[src/rtl/joy_pkg.sv]
// Shared definitions for the DB15 joystick link.
// Button bit positions and shift-chain FSM states.
package joy_pkg;

  localparam int BTN_R  = 0;
  localparam int BTN_L  = 1;
  localparam int BTN_D  = 2;
  localparam int BTN_U  = 3;
  localparam int BTN_A  = 4;
  localparam int BTN_B  = 5;
  localparam int BTN_C  = 6;
  localparam int BTN_D2 = 7;
  localparam int BTN_E  = 8;
  localparam int BTN_F  = 9;
  localparam int BTN_S  = 10;
  localparam int BTN_LS = 11;

  typedef enum logic [1:0] {
    IDLE   = 2'd0,
    LOADED = 2'd1,
    SHIFT  = 2'd2,
    DONE   = 2'd3
  } joy_state_e;

endpackage

[src/rtl/joy_sync_edge.sv]
// Multi-stage synchroniser for an asynchronous host strobe.
// Adds a history flop and reports the synced level and its edges.
module joy_sync_edge #(
  parameter int STAGES = 2
) (
  input  logic clk,
  input  logic reset_n,
  input  logic pin,
  output logic level,
  output logic rise,
  output logic fall
);

  logic [STAGES-1:0] sync;
  logic              hist;

  // Shift the pin through the chain; idle line level is 1.
  always_ff @(posedge clk or negedge reset_n) begin
    if (!reset_n) begin
      sync <= '1;
      hist <= 1'b1;
    end else begin
      sync <= {sync[STAGES-2:0], pin};
      hist <= sync[STAGES-1];
    end
  end

  assign level = sync[STAGES-1];
  assign rise  = ~hist & level;
  assign fall  = hist & ~level;

endmodule

[src/rtl/joy_db15_tx.sv]
// Device-side DB15 joystick responder.
// Emulates a '165-style load/shift chain clocked by the host.
module joy_db15_tx
  import joy_pkg::*;
#(
  parameter int BITS_PER_PLAYER = 16,
  parameter int SYNC_STAGES     = 2,
  parameter int TIMEOUT         = 4096
) (
  input  logic                       clk,
  input  logic                       reset_n,
  input  logic [BITS_PER_PLAYER-1:0] joystick1,
  input  logic [BITS_PER_PLAYER-1:0] joystick2,
  input  logic                       joy_clk,
  input  logic                       joy_load,
  output logic                       joy_data,
  output logic                       frame_done,
  output logic                       active
);

  localparam int FRAME = 2 * BITS_PER_PLAYER;
  localparam int CW    = $clog2(FRAME);
  localparam int WW    = $clog2(TIMEOUT + 1);

  localparam logic [CW-1:0] LAST_BIT = CW'(FRAME - 1);
  localparam logic [WW-1:0] WD_LIMIT = WW'(TIMEOUT - 1);

  joy_state_e       state, state_n;
  logic [FRAME-1:0] shreg, shreg_n;
  logic [CW-1:0]    cnt, cnt_n;
  logic [WW-1:0]    wd, wd_n;

  logic load_lvl, load_fall, load_rise;
  logic clk_lvl, clk_rise, clk_fall;
  logic unused_edges;

  logic [FRAME-1:0] latch;
  logic [FRAME-1:0] shifted;
  logic             busy_n;

  joy_sync_edge #(.STAGES(SYNC_STAGES)) u_load_sync (
    .clk     (clk),
    .reset_n (reset_n),
    .pin     (joy_load),
    .level   (load_lvl),
    .rise    (load_rise),
    .fall    (load_fall)
  );

  joy_sync_edge #(.STAGES(SYNC_STAGES)) u_clk_sync (
    .clk     (clk),
    .reset_n (reset_n),
    .pin     (joy_clk),
    .level   (clk_lvl),
    .rise    (clk_rise),
    .fall    (clk_fall)
  );

  assign unused_edges = ^{load_rise, clk_lvl, clk_fall};

  assign latch   = ~{joystick2, joystick1};
  assign shifted = {1'b1, shreg[FRAME-1:1]};

  // Next-state logic for the load/shift chain and host watchdog.
  always_comb begin
    state_n = state;
    shreg_n = shreg;
    cnt_n   = cnt;
    if (clk_rise || load_fall)
      wd_n = '0;
    else if (&wd)
      wd_n = wd;
    else
      wd_n = wd + 1'b1;

    unique case (state)
      IDLE: begin
        if (load_fall) begin
          state_n = LOADED;
          shreg_n = latch;
          cnt_n   = '0;
        end
      end
      LOADED: begin
        if (!load_lvl) begin
          shreg_n = latch;
        end else if (clk_rise) begin
          state_n = SHIFT;
          shreg_n = shifted;
          cnt_n   = CW'(1);
        end
      end
      SHIFT: begin
        if (load_fall) begin
          state_n = LOADED;
          shreg_n = latch;
          cnt_n   = '0;
        end else if (clk_rise) begin
          shreg_n = shifted;
          if (cnt == LAST_BIT)
            state_n = DONE;
          else
            cnt_n = cnt + 1'b1;
        end else if (wd >= WD_LIMIT) begin
          state_n = IDLE;
        end
      end
      DONE: begin
        cnt_n = '0;
        if (load_fall) begin
          state_n = LOADED;
          shreg_n = latch;
        end else begin
          state_n = IDLE;
        end
      end
      default: state_n = IDLE;
    endcase
  end

  assign busy_n = (state_n == LOADED) || (state_n == SHIFT);

  // State and registered outputs.
  always_ff @(posedge clk or negedge reset_n) begin
    if (!reset_n) begin
      state      <= IDLE;
      shreg      <= '1;
      cnt        <= '0;
      wd         <= '0;
      joy_data   <= 1'b1;
      frame_done <= 1'b0;
      active     <= 1'b0;
    end else begin
      state      <= state_n;
      shreg      <= shreg_n;
      cnt        <= cnt_n;
      wd         <= wd_n;
      joy_data   <= busy_n ? shreg_n[0] : 1'b1;
      frame_done <= (state_n == DONE);
      active     <= busy_n;
    end
  end

endmodule

[config.mk]
export PLATFORM = sky130hd
export DESIGN_NAME = joy_db15_tx
export DESIGN_NICKNAME = d
export VERILOG_FILES = /design/src/rtl/joy_pkg.sv /design/src/rtl/joy_sync_edge.sv /design/src/rtl/joy_db15_tx.sv
export SDC_FILE = /design/constraint.sdc
export NUM_CORES = 1
export LEC_CHECK = 0
export BUFFER_PORTS_ARGS = -buffer_cell sky130_fd_sc_hd__buf_2
export CAP_MARGIN = 5
export CORE_MARGIN = 2
export CORE_UTILIZATION = 35
export DETAILED_ROUTE_END_ITERATION = 8
export MAX_ROUTING_LAYER = met4
export PLACE_DENSITY = 0.61
export SLEW_MARGIN = 5
export SYNTH_ARGS = -nofsm -noshare
export SYNTH_HDL_FRONTEND = slang
export SYNTH_SLANG_ARGS = --single-unit
export TNS_END_PERCENT = 20
[constraint.sdc]
create_clock -name clk -period 2.4 [get_ports clk]
set_input_delay 0.48 -clock clk [delete_from_list [all_inputs] [get_ports clk]]
set_output_delay 0.48 -clock clk [all_outputs]
set_load 0.01 [all_outputs]
=== After elaboration in Yosys (flattened, before gate mapping) ===
Index checks and enable logic that the tools add are counted.

* $add $sub $neg: 2
* $lt $le $gt $ge: 1
* Equality and inequality tests: 14
* Multiplexer cells: 24
* Bitwise gates (word level): 5
* Reduce and logical (&&, ||, !) cells: 6

{| class="wikitable"
|+ Operator list
! kind !! number
|-
| $mux W32 || 4
|-
| $pmux W32 S3 || 1
|-
| $not A32 Y32 || 1
|-
| $mux W5 || 6
|-
| $mux W13 || 2
|-
| $pmux W5 S4 || 1
|-
| $mux W2 || 7
|-
| $add A13 B1 Y13 const B || 1
|-
| $ge A13 B12 Y1 const B || 1
|-
| $reduce_and A13 Y1 || 1
|-
| $eq A2 B2 Y1 const B || 4
|-
| $pmux W2 S4 || 1
|-
| $ne A2 B2 Y1 const B || 3
|-
| $ne A3 B3 Y1 const B || 2
|-
| $add A5 B1 Y5 const B || 1
|-
| $eq A5 B5 Y1 const B || 1
|-
| $reduce_and A5 Y1 || 1
|-
| $eq A2 B1 Y1 const B || 2
|-
| $ne A2 B1 Y1 const B || 2
|-
| $and A1 B1 Y1 || 2
|-
| $logic_not A2 Y1 || 1
|-
| $logic_or A1 B1 Y1 || 2
|-
| $mux W1 || 2
|-
| $not A1 Y1 || 2
|-
| $reduce_or A2 Y1 || 1
|}

* Flip-flop bits (word level): 61
* Input bits: 36
* Output and inout bits: 3
* Logic and storage cells: 64

=== Logic depth before layout (Yosys ltp) ===
Gate-level depths: netlist of run 1.

* Word-level depth: 8
* Mapped depth: 9
* Gate-level depth less buffers: 8

=== Cells and area by module ===
Synthesis of run 1 repeated with hierarchy kept, for this count alone.

* Cells, all modules: 270
* Area, all modules: 2970.3 um^2

{| class="wikitable"
|+ Modules (own cells, without submodules)
! module !! instances !! cells an instance !! area each (um^2) !! sequential area each (um^2)
|-
| joy_db15_tx || 1 || 260 || 2782.7 || 1417.6
|-
| joy_sync_edge || 2 || 5 || 93.8 || 78.8
|}

=== Worst setup path after synthesis of run 1 ===
OpenSTA, ideal clock, no wires.

* Kind: register to register
* Start point: reg cnt[0]
* End point: reg cnt[3]
* Library setup time: 0.069 ns
* Arrival: 2.420 ns
* Required time: 2.331 ns
* Slack: -0.089 ns
* Stages on the path, launching flop included: 9
* Path buffers: 1
* Clock period less this slack: 2.489 ns
* Cells stage by stage: dfrtp_1 -> ha_1 -> and3_1 -> ha_1 -> or4b_1 -> a32o_2 -> buf_6 -> or4_1 -> nand3_1

* Longest elaborated chain between the ends: 5
* Elaborated cells between the ends (all ways): 8
* Those cells by class: 1 x add/sub; 2 x eq/ne; 4 x mux; 1 x reduce/logical

{| class="wikitable"
|+ Ends and longest elaborated chain
! item !! line !! source
|-
| start, declared || joy_db15_tx.sv:30 || <nowiki>logic [CW-1:0] cnt, cnt_n;</nowiki>
|-
| start signal, assigned || joy_db15_tx.sv:136 || <nowiki>cnt <= cnt_n;</nowiki>
|-
| $add A5 B1 Y5 || joy_db15_tx.sv:103 || <nowiki>cnt_n = cnt + 1'b1;</nowiki>
|-
| $mux W5 || joy_db15_tx.sv:100 || <nowiki>if (cnt == LAST_BIT)</nowiki>
|-
| $mux W5 || joy_db15_tx.sv:98 || <nowiki>end else if (clk_rise) begin</nowiki>
|-
| $mux W5 || joy_db15_tx.sv:94 || <nowiki>if (load_fall) begin</nowiki>
|-
| $pmux W5 S4 || joy_db15_tx.sv:76 || <nowiki>unique case (state)</nowiki>
|}

Several ways; a longest one is shown, not always the timed one. The select of a mux whose other input is x is not followed.
A chain may end at the register's enable or synchronous reset.

=== Worst setup path after layout of run 1 ===
Same ends and word-level chain as after synthesis.

==> results.yml, run 1 <==
timing:
  worst_pin_slew_ns: 0.5877
  clock_skew_ns: 0.01152
  slew_headroom_pct: 60.82
  final.min_clock_period_ns: 2.290
  final.setup.tns_ns: 0
  finalHoldWorstSlack_ns: 0.2518
  rsz_0062_raised_after_global_routing: "no"
  achievable-frequency_mhz: 436.6
  slew_viol_final: 0
  final-setup-viol-count: 0
  timing.final.hold_violations: 0
  layout_worst_path_cycle_share_pct: 95.44
die:
  core-area_mm2: 0.008175
  ioPinCount: 39
  full_die_area_mm2: 0.009142
  chipHeight_um: 95.62
  initial_core_util_pct: 35.94
  core.rowCount: 33
  fp.dieW_um: 95.62
worst_setup_path:
  ff2ff_setup_slack_ns: 0.11
  critical_path_class: "reg2reg"
  cp_data_required_time_ns: 2.67
  origin_of_the_worst_setup_path: "cnt[0]$_DFFE_PN0P_"
  r2r_cells: 7
  start_kind: "flip-flop"
  rr_endpoint: "cnt[3]$_DFFE_PN0P_"
  crit_path_end_kind: "flip-flop"
  timing.critical_path.arrival_ns: 2.56
  setup.worst_path.end: "cnt[3]$_DFFE_PN0P_"
  timing.critical_path.fanout_max: 4
  worstReg2RegStart: "cnt[0]$_DFFE_PN0P_"
route:
  drt_iter0_markers: 152
  post_drt_via_cell_ratio: 5.265
  drt-pass1-iter-count: 4
  route.detailed.drc: 0
  final_antenna_net_count: 0
  vias: 2385
  routed_wire_per_std_cell_um: 13.47
  drt-total-wl_um: 6104
logic_synthesis:
  netlist_instances: 299
  synth.cell_area_mm2: 0.002938
  ys_async_sr_fraction_pct: 100.0
  synthFlopType: "sky130_fd_sc_hd__dfstp_2"
  postSynthNetCount: 343
  synth_top_area_cell: "sky130_fd_sc_hd__dfstp_2"
  leading_cell_types_by_total_area_after_synthesis: "sky130_fd_sc_hd__dfstp_2 35%, sky130_fd_sc_hd__dfrtp_1 19%, sky130_fd_sc_hd__nand2_1 9.3%"
  yosysMostFrequentCell: "sky130_fd_sc_hd__nand2_1"
  number_of_synthesized_register_bits: 61
  synth-warning-count: 0
  synth_enable_flop_cells: 0
  synthesis.area_per_instance_um2: 9.825
  synth_sequential_area_ratio_pct: 53.62
  post-synth-top-area-fraction_pct: 34.88
  synth_top_cells_by_count: "73 x sky130_fd_sc_hd__nand2_1, 39 x sky130_fd_sc_hd__dfstp_2, 30 x sky130_fd_sc_hd__o211ai_1"
  netlist-cell-type-count: 47
flow_run:
  drv.max_cap_violation_count: 0
cells_and_area:
  final_nets: 387
  insertedDiodeCount: 0
  share_of_final_layout_standard_cells_stronger_than_drive_strength_1_pct: 32.76
  layout-area-overhead-vs-synth_pct: 20.61
  nFillCells: 804
  final_design_area_no_fill_mm2: 0.003543
  final-instance-count-excl-fill: 453
cts:
  cts.repair.resized: 0
  master_cell_of_the_clock_root_buffer: "sky130_fd_sc_hd__clkbuf_8"
  numClockSinks: 61
  tritoncts.num_buffers: 9
  htree_num_levels: 3
  clock_insertion_delay_worst_skew_ns: 0.33
  clockBufferDepth: 2
  tritoncts: "done"
  clock_pin_slew_on_the_worst_setup_and_hold_paths_ns: 0.07
placed_design:
  port_buffers: 38
  post_dp_cell_area_mm2: 0.003318
  dpl.hpwl_um: 4169
  number_of_instances_in_the_placed_design: 434
  globalplace.congestion: 0.8652
global_routing:
  grt_use_total_pct: 15.35
  grt_antenna_before_repair: 0
  grt_overflow_total: 0
  first_pass_grt_wire_length_um: 10760
  grt_pass1_vias: 2319
  grt_start_max_net_pins: 33
pwr:
  p_comb_share_pct: 26.3
  power.density_cell_area_mw_per_mm2: 960.4
  power.leakage_nw: 1.390
  intPower_mw: 2.343
  power_frac_seq_pct: 46.4
  worst_ir_drop_vdd_v: 0.0004959
  p_switching_mw: 1.060
  clkPwrFrac_pct: 27.3
  p_sw_share_pct: 31.14
outcome:
  run_status: "complete, no violations"
worst_hold_path:
  min_delay_path_depth: 1
  worst_min_delay_path_class: "in2reg"
-- layout make-up --
type | count | area, um2 | area share [%]
flip-flops and latches | 61 | 1575 | 44.46
multi-input cells | 212 | 1295 | 36.55
repair buffers | 50 | 305.3 | 8.616
clock buffers | 13 | 158.9 | 4.484
well taps | 105 | 131.4 | 3.708
clock inverters | 3 | 43.79 | 1.236
inverters | 9 | 33.78 | 0.9534
-- critical path: stages (launching register included) --
cell,delay (ns)
sky130_fd_sc_hd__dfrtp_1,0.41
sky130_fd_sc_hd__ha_2,0.20
sky130_fd_sc_hd__and3_4,0.19
sky130_fd_sc_hd__ha_4,0.16
sky130_fd_sc_hd__or4b_1,0.51
sky130_fd_sc_hd__a32o_2,0.28
sky130_fd_sc_hd__or4_1,0.39
sky130_fd_sc_hd__nand3_1,0.09
-- through the flow --
stage | util, % | power, mW | setup slack, ns
final | 43.34 | 3.403 | 0.1095
after global routing | 43.34 | 3.639 | 0.001002
after CTS | 43.07 | 3.429 | 0.04624
after detailed placement | 40.59 | 2.489 | 0.05301
after global placement | 40.59 | 2.465 | 0.09323
after floorplan | - | 2.207 | 0.008257
-- registers in the layout (all words and copies together) (netlist names) --
name,cells
shreg,32
wd,13
cnt,5
state,2
u_clk_sync.sync,2
u_load_sync.sync,2
active,1
frame_done,1
joy_data,1
u_clk_sync.hist,1
u_load_sync.hist,1
-- layer usage --
layer,up-vias,wire (um),GRT usage [%]
met2,61,2822,22.61
met1,1151,2917,20.50
met5,-,0,-
met3,5,318,4.190
li1,1168,-,-
met4,0,44,5.119
-- worst min-delay path by stage --
stage | start | end
detailed placement | u_clk_sync.sync[0]$_DFF_PN1_ | u_clk_sync.sync[1]$_DFF_PN1_
global route | joy_clk | u_clk_sync.sync[0]$_DFF_PN1_
CTS | joy_load | u_load_sync.sync[0]$_DFF_PN1_
global placement | u_clk_sync.sync[0]$_DFF_PN1_ | u_clk_sync.sync[1]$_DFF_PN1_
finish | joy_clk | u_clk_sync.sync[0]$_DFF_PN1_
floorplan | reset_n | active$_DFF_PN0_
-- cells in the final DEF (no fill, tap or decap), types with 5 or more instances in the layout --
master	netlist	final
sky130_fd_sc_hd__dfrtp_1	22	22
sky130_fd_sc_hd__a21oi_1	12	12
sky130_fd_sc_hd__buf_2	6	38
sky130_fd_sc_hd__o21ai_0	9	9
sky130_fd_sc_hd__ha_1	8	6
sky130_fd_sc_hd__nor2_1	10	10
sky130_fd_sc_hd__inv_1	9	9
sky130_fd_sc_hd__o211ai_1	30	30
sky130_fd_sc_hd__clkbuf_8	0	11
sky130_fd_sc_hd__nand2_1	73	73
sky130_fd_sc_hd__dfstp_2	39	39
sky130_fd_sc_hd__nand3_1	7	7
sky130_fd_sc_hd__buf_4	0	10
sky130_fd_sc_hd__a31oi_1	5	5
-- power by group through the flow --
stage	clock network, mW	registers, mW	logic, mW
5_1_grt	1.01	1.61	1.02
4_1_cts	0.953	1.58	0.895
2_1_floorplan	0	1.56	0.649
3_3_place_gp	0	1.58	0.880
6_report	0.927	1.58	0.895
3_5_place_dp	0	1.59	0.895
-- cells by family after synthesis --
kind of cell,synth area share [%]
flops,53.62
simple gates,18.95
compound gates,19.21
fa+ha+maj,3.407
mux,0.3833
buf+inv,3.833
xor+xnor,0.5964
-- timing repair --
item,in CTS,in global routing
endpoints found under the setup margin,0,2
endpoints found under the hold margin,0,0
setup buffers,0,3
hold buffers,0,0
Note: power is estimated with default switching activity, not from simulation.
==> run 2: changes to the inputs <==
clock period = 2 ns   (was 2.4 ns; I/O delays follow)
==> run 2 against run 1 <==
Net effect:
- the run now ends with negative setup slack left
- clock power is 23% higher
- combinational power rose by 51%
- power grew 28%
- largest cell class unchanged
==> results.yml, run 2 (same netlist as run 1, synthesis figures left out) <==
timing:
  final.min_clock_period_ns: 2.180
  worst_slack_ns: -0.1799
  clock_skew_ns: 0.007778
  final-setup-viol-count: 7
  rsz_0062_raised_after_global_routing: "yes"
  layout_worst_path_cycle_share_pct: 109.0
  worst_pin_slew_ns: 0.5213
  timing.final.hold_violations: 0
  slew_headroom_pct: 64.35
  achievable-frequency_mhz: 458.7
  slew_viol_final: 0
worst_setup_path:
  ff2ff_setup_slack_ns: -0.18
  cpPeakStageDelay_ns: 0.47
  r2r_cells: 7
  cp_data_required_time_ns: 2.28
  critical_path_class: "reg2reg"
  timing.critical_path.arrival_ns: 2.46
  timing.critical_path.fanout_max: 3
  start_kind: "flip-flop"
  crit_path_end_kind: "flip-flop"
  slowest_stage: "sky130_fd_sc_hd__or4b_1"
  crit_path_cell_trace: "ha_2 > and3_4 > ha_4 > or4b_1 > a32o_2 > or4_1 > nand3_1"
pwr:
  power.leakage_nw: 1.520
  p_switching_mw: 1.379
  intPower_mw: 2.979
  p_sw_share_pct: 31.64
  worst_ir_drop_vdd_v: 0.0006384
  p_comb_share_pct: 31.0
  p_total_mw: 4.359
  clkPwrFrac_pct: 26.2
  power.density_cell_area_mw_per_mm2: 1147
  power_frac_seq_pct: 42.8
global_routing:
  first_pass_grt_wire_length_um: 11230
  grt_start_max_net_pins: 62
  grt_use_total_pct: 16.47
  grt_pass1_vias: 2452
  grt_antenna_before_repair: 0
  grt_overflow_total: 0
cells_and_area:
  top_regs: "shreg: 32 flops, wd: 13 flops, cnt: 5 flops"
  largest_register_ffs: 32
  insertedDiodeCount: 0
  regMostFlops: "shreg"
  share_of_final_layout_standard_cells_stronger_than_drive_strength_1_pct: 38.98
  commonest_cells_after_routing_fill_and_taps_aside: "72 x sky130_fd_sc_hd__nand2_1, 39 x sky130_fd_sc_hd__dfstp_2, 38 x sky130_fd_sc_hd__buf_2"
  layout.core_utilization_pct: 46.48
  final_common_cell: "sky130_fd_sc_hd__nand2_1"
  layout-area-overhead-vs-synth_pct: 29.34
  final_nets: 411
  final_design_area_no_fill_mm2: 0.003800
die:
  chipHeight_um: 95.62
  core-area_mm2: 0.008175
  full_die_area_mm2: 0.009142
  initial_core_util_pct: 35.94
  ioPinCount: 39
  core.rowCount: 33
  fp.dieW_um: 95.62
route:
  final_antenna_net_count: 0
  drt-pass1-iter-count: 4
  vias: 2455
  routed_wire_per_std_cell_um: 13.71
  post_drt_via_cell_ratio: 5.147
  drt_iter0_markers: 114
  route.detailed.drc: 0
  drt-total-wl_um: 6540
outcome:
  violations: "negative setup slack"
  run_status: "complete, but fails checks"
cts:
  master_cell_of_the_clock_root_buffer: "sky130_fd_sc_hd__clkbuf_8"
  numClockSinks: 61
  tritoncts.num_buffers: 9
  tritoncts: "done"
  htree_num_levels: 3
  clock_insertion_delay_worst_skew_ns: 0.35
  clockBufferDepth: 2
  clock_pin_slew_on_the_worst_setup_and_hold_paths_ns: 0.07
  cts.hold.buffers_added: 0
placed_design:
  dpl.hpwl_um: 4566
  globalplace.congestion: 0.8295
  port_buffers: 38
  post_dp_cell_area_mm2: 0.003491
  place_worst_setup_slack_ns: -0.2437
worst_hold_path:
  worst_min_delay_path_class: "in2async"
flow_run:
  drv.max_cap_violation_count: 0
## run 2: cell types whose count changed in the layout (fill, tap and decap cells not counted), sizes merged
cell,change
buf,+24
clkinv,-1
clkinvlp,+1
## run 2: path summary, 6_finish.rpt
kind                                               start                             to
hold reg to reg            u_load_sync.sync[0]$_DFF_PN1_  u_load_sync.sync[1]$_DFF_PN1_
setup / recovery                      cnt[1]$_DFFE_PN0P_             cnt[3]$_DFFE_PN0P_
hold / removal                                   reset_n              wd[3]$_DFFE_PN0P_
min in group clk                                 joy_clk   u_clk_sync.sync[0]$_DFF_PN1_
setup reg to reg                      cnt[1]$_DFFE_PN0P_             cnt[3]$_DFFE_PN0P_
max in group asynchronous                        reset_n             shreg[0]$_DFF_PN1_
## run 2: critical path, delay by kind of cell (launching register included)
kind                       cells  cell delay, ns
and+or+nand+nor                4            1.09
adders and majority gates      2            0.35
DFF                            1            0.39
AOI/OAI and AO/OA              1            0.28
## run 2: area by class of cell
type | instances | area [um2]
well taps | 105 | 131.4
fillers | 776 | 4375
multi-input cells | 212 | 1368
repair buffers | 74 | 489.2
clock inverters | 3 | 42.54
flip-flops and latches | 61 | 1575
clock buffers | 13 | 160.2
inverters | 9 | 33.78
## run 2: what timing repair did
item	in CTS	in global routing
gates resized for setup	3	12
setup endpoints to repair	7	35
buffers inserted	0	4
pin swaps	3	4
## run 2: per-stage QoR
step / hold WS (ns) / TNS [ns] / instances
2_1_floorplan: 0.1044 / -0.4446 / 299
6_report: 0.04877 / -0.7767 / 477
5_1_grt: 0.07284 / -1.296 / 477
3_3_place_gp: 0.3472 / -0.3703 / 457
4_1_cts: 0.06615 / -0.5367 / 473
3_5_place_dp: 0.3490 / -0.8567 / 457
## run 2: per-layer routing
layer / routed length (um) / up-vias / track usage, %
met1: 3043 / 1172 / 20.64
met4: 134 / 0 / 7.857
met5: 0 / - / -
li1: - / 1221 / -
met2: 3077 / 51 / 25.41
met3: 285 / 11 / 3.478
## run 2: power groups by stage
stage | combinational (mW) | sequential [mW] | clock, mW
floorplan | 0.779 | 1.87 | 0
global placement | 1.21 | 1.87 | 0
detailed placement | 1.24 | 1.89 | 0
CTS | 1.25 | 1.87 | 1.17
global route | 1.51 | 1.91 | 1.21
finish | 1.35 | 1.87 | 1.14
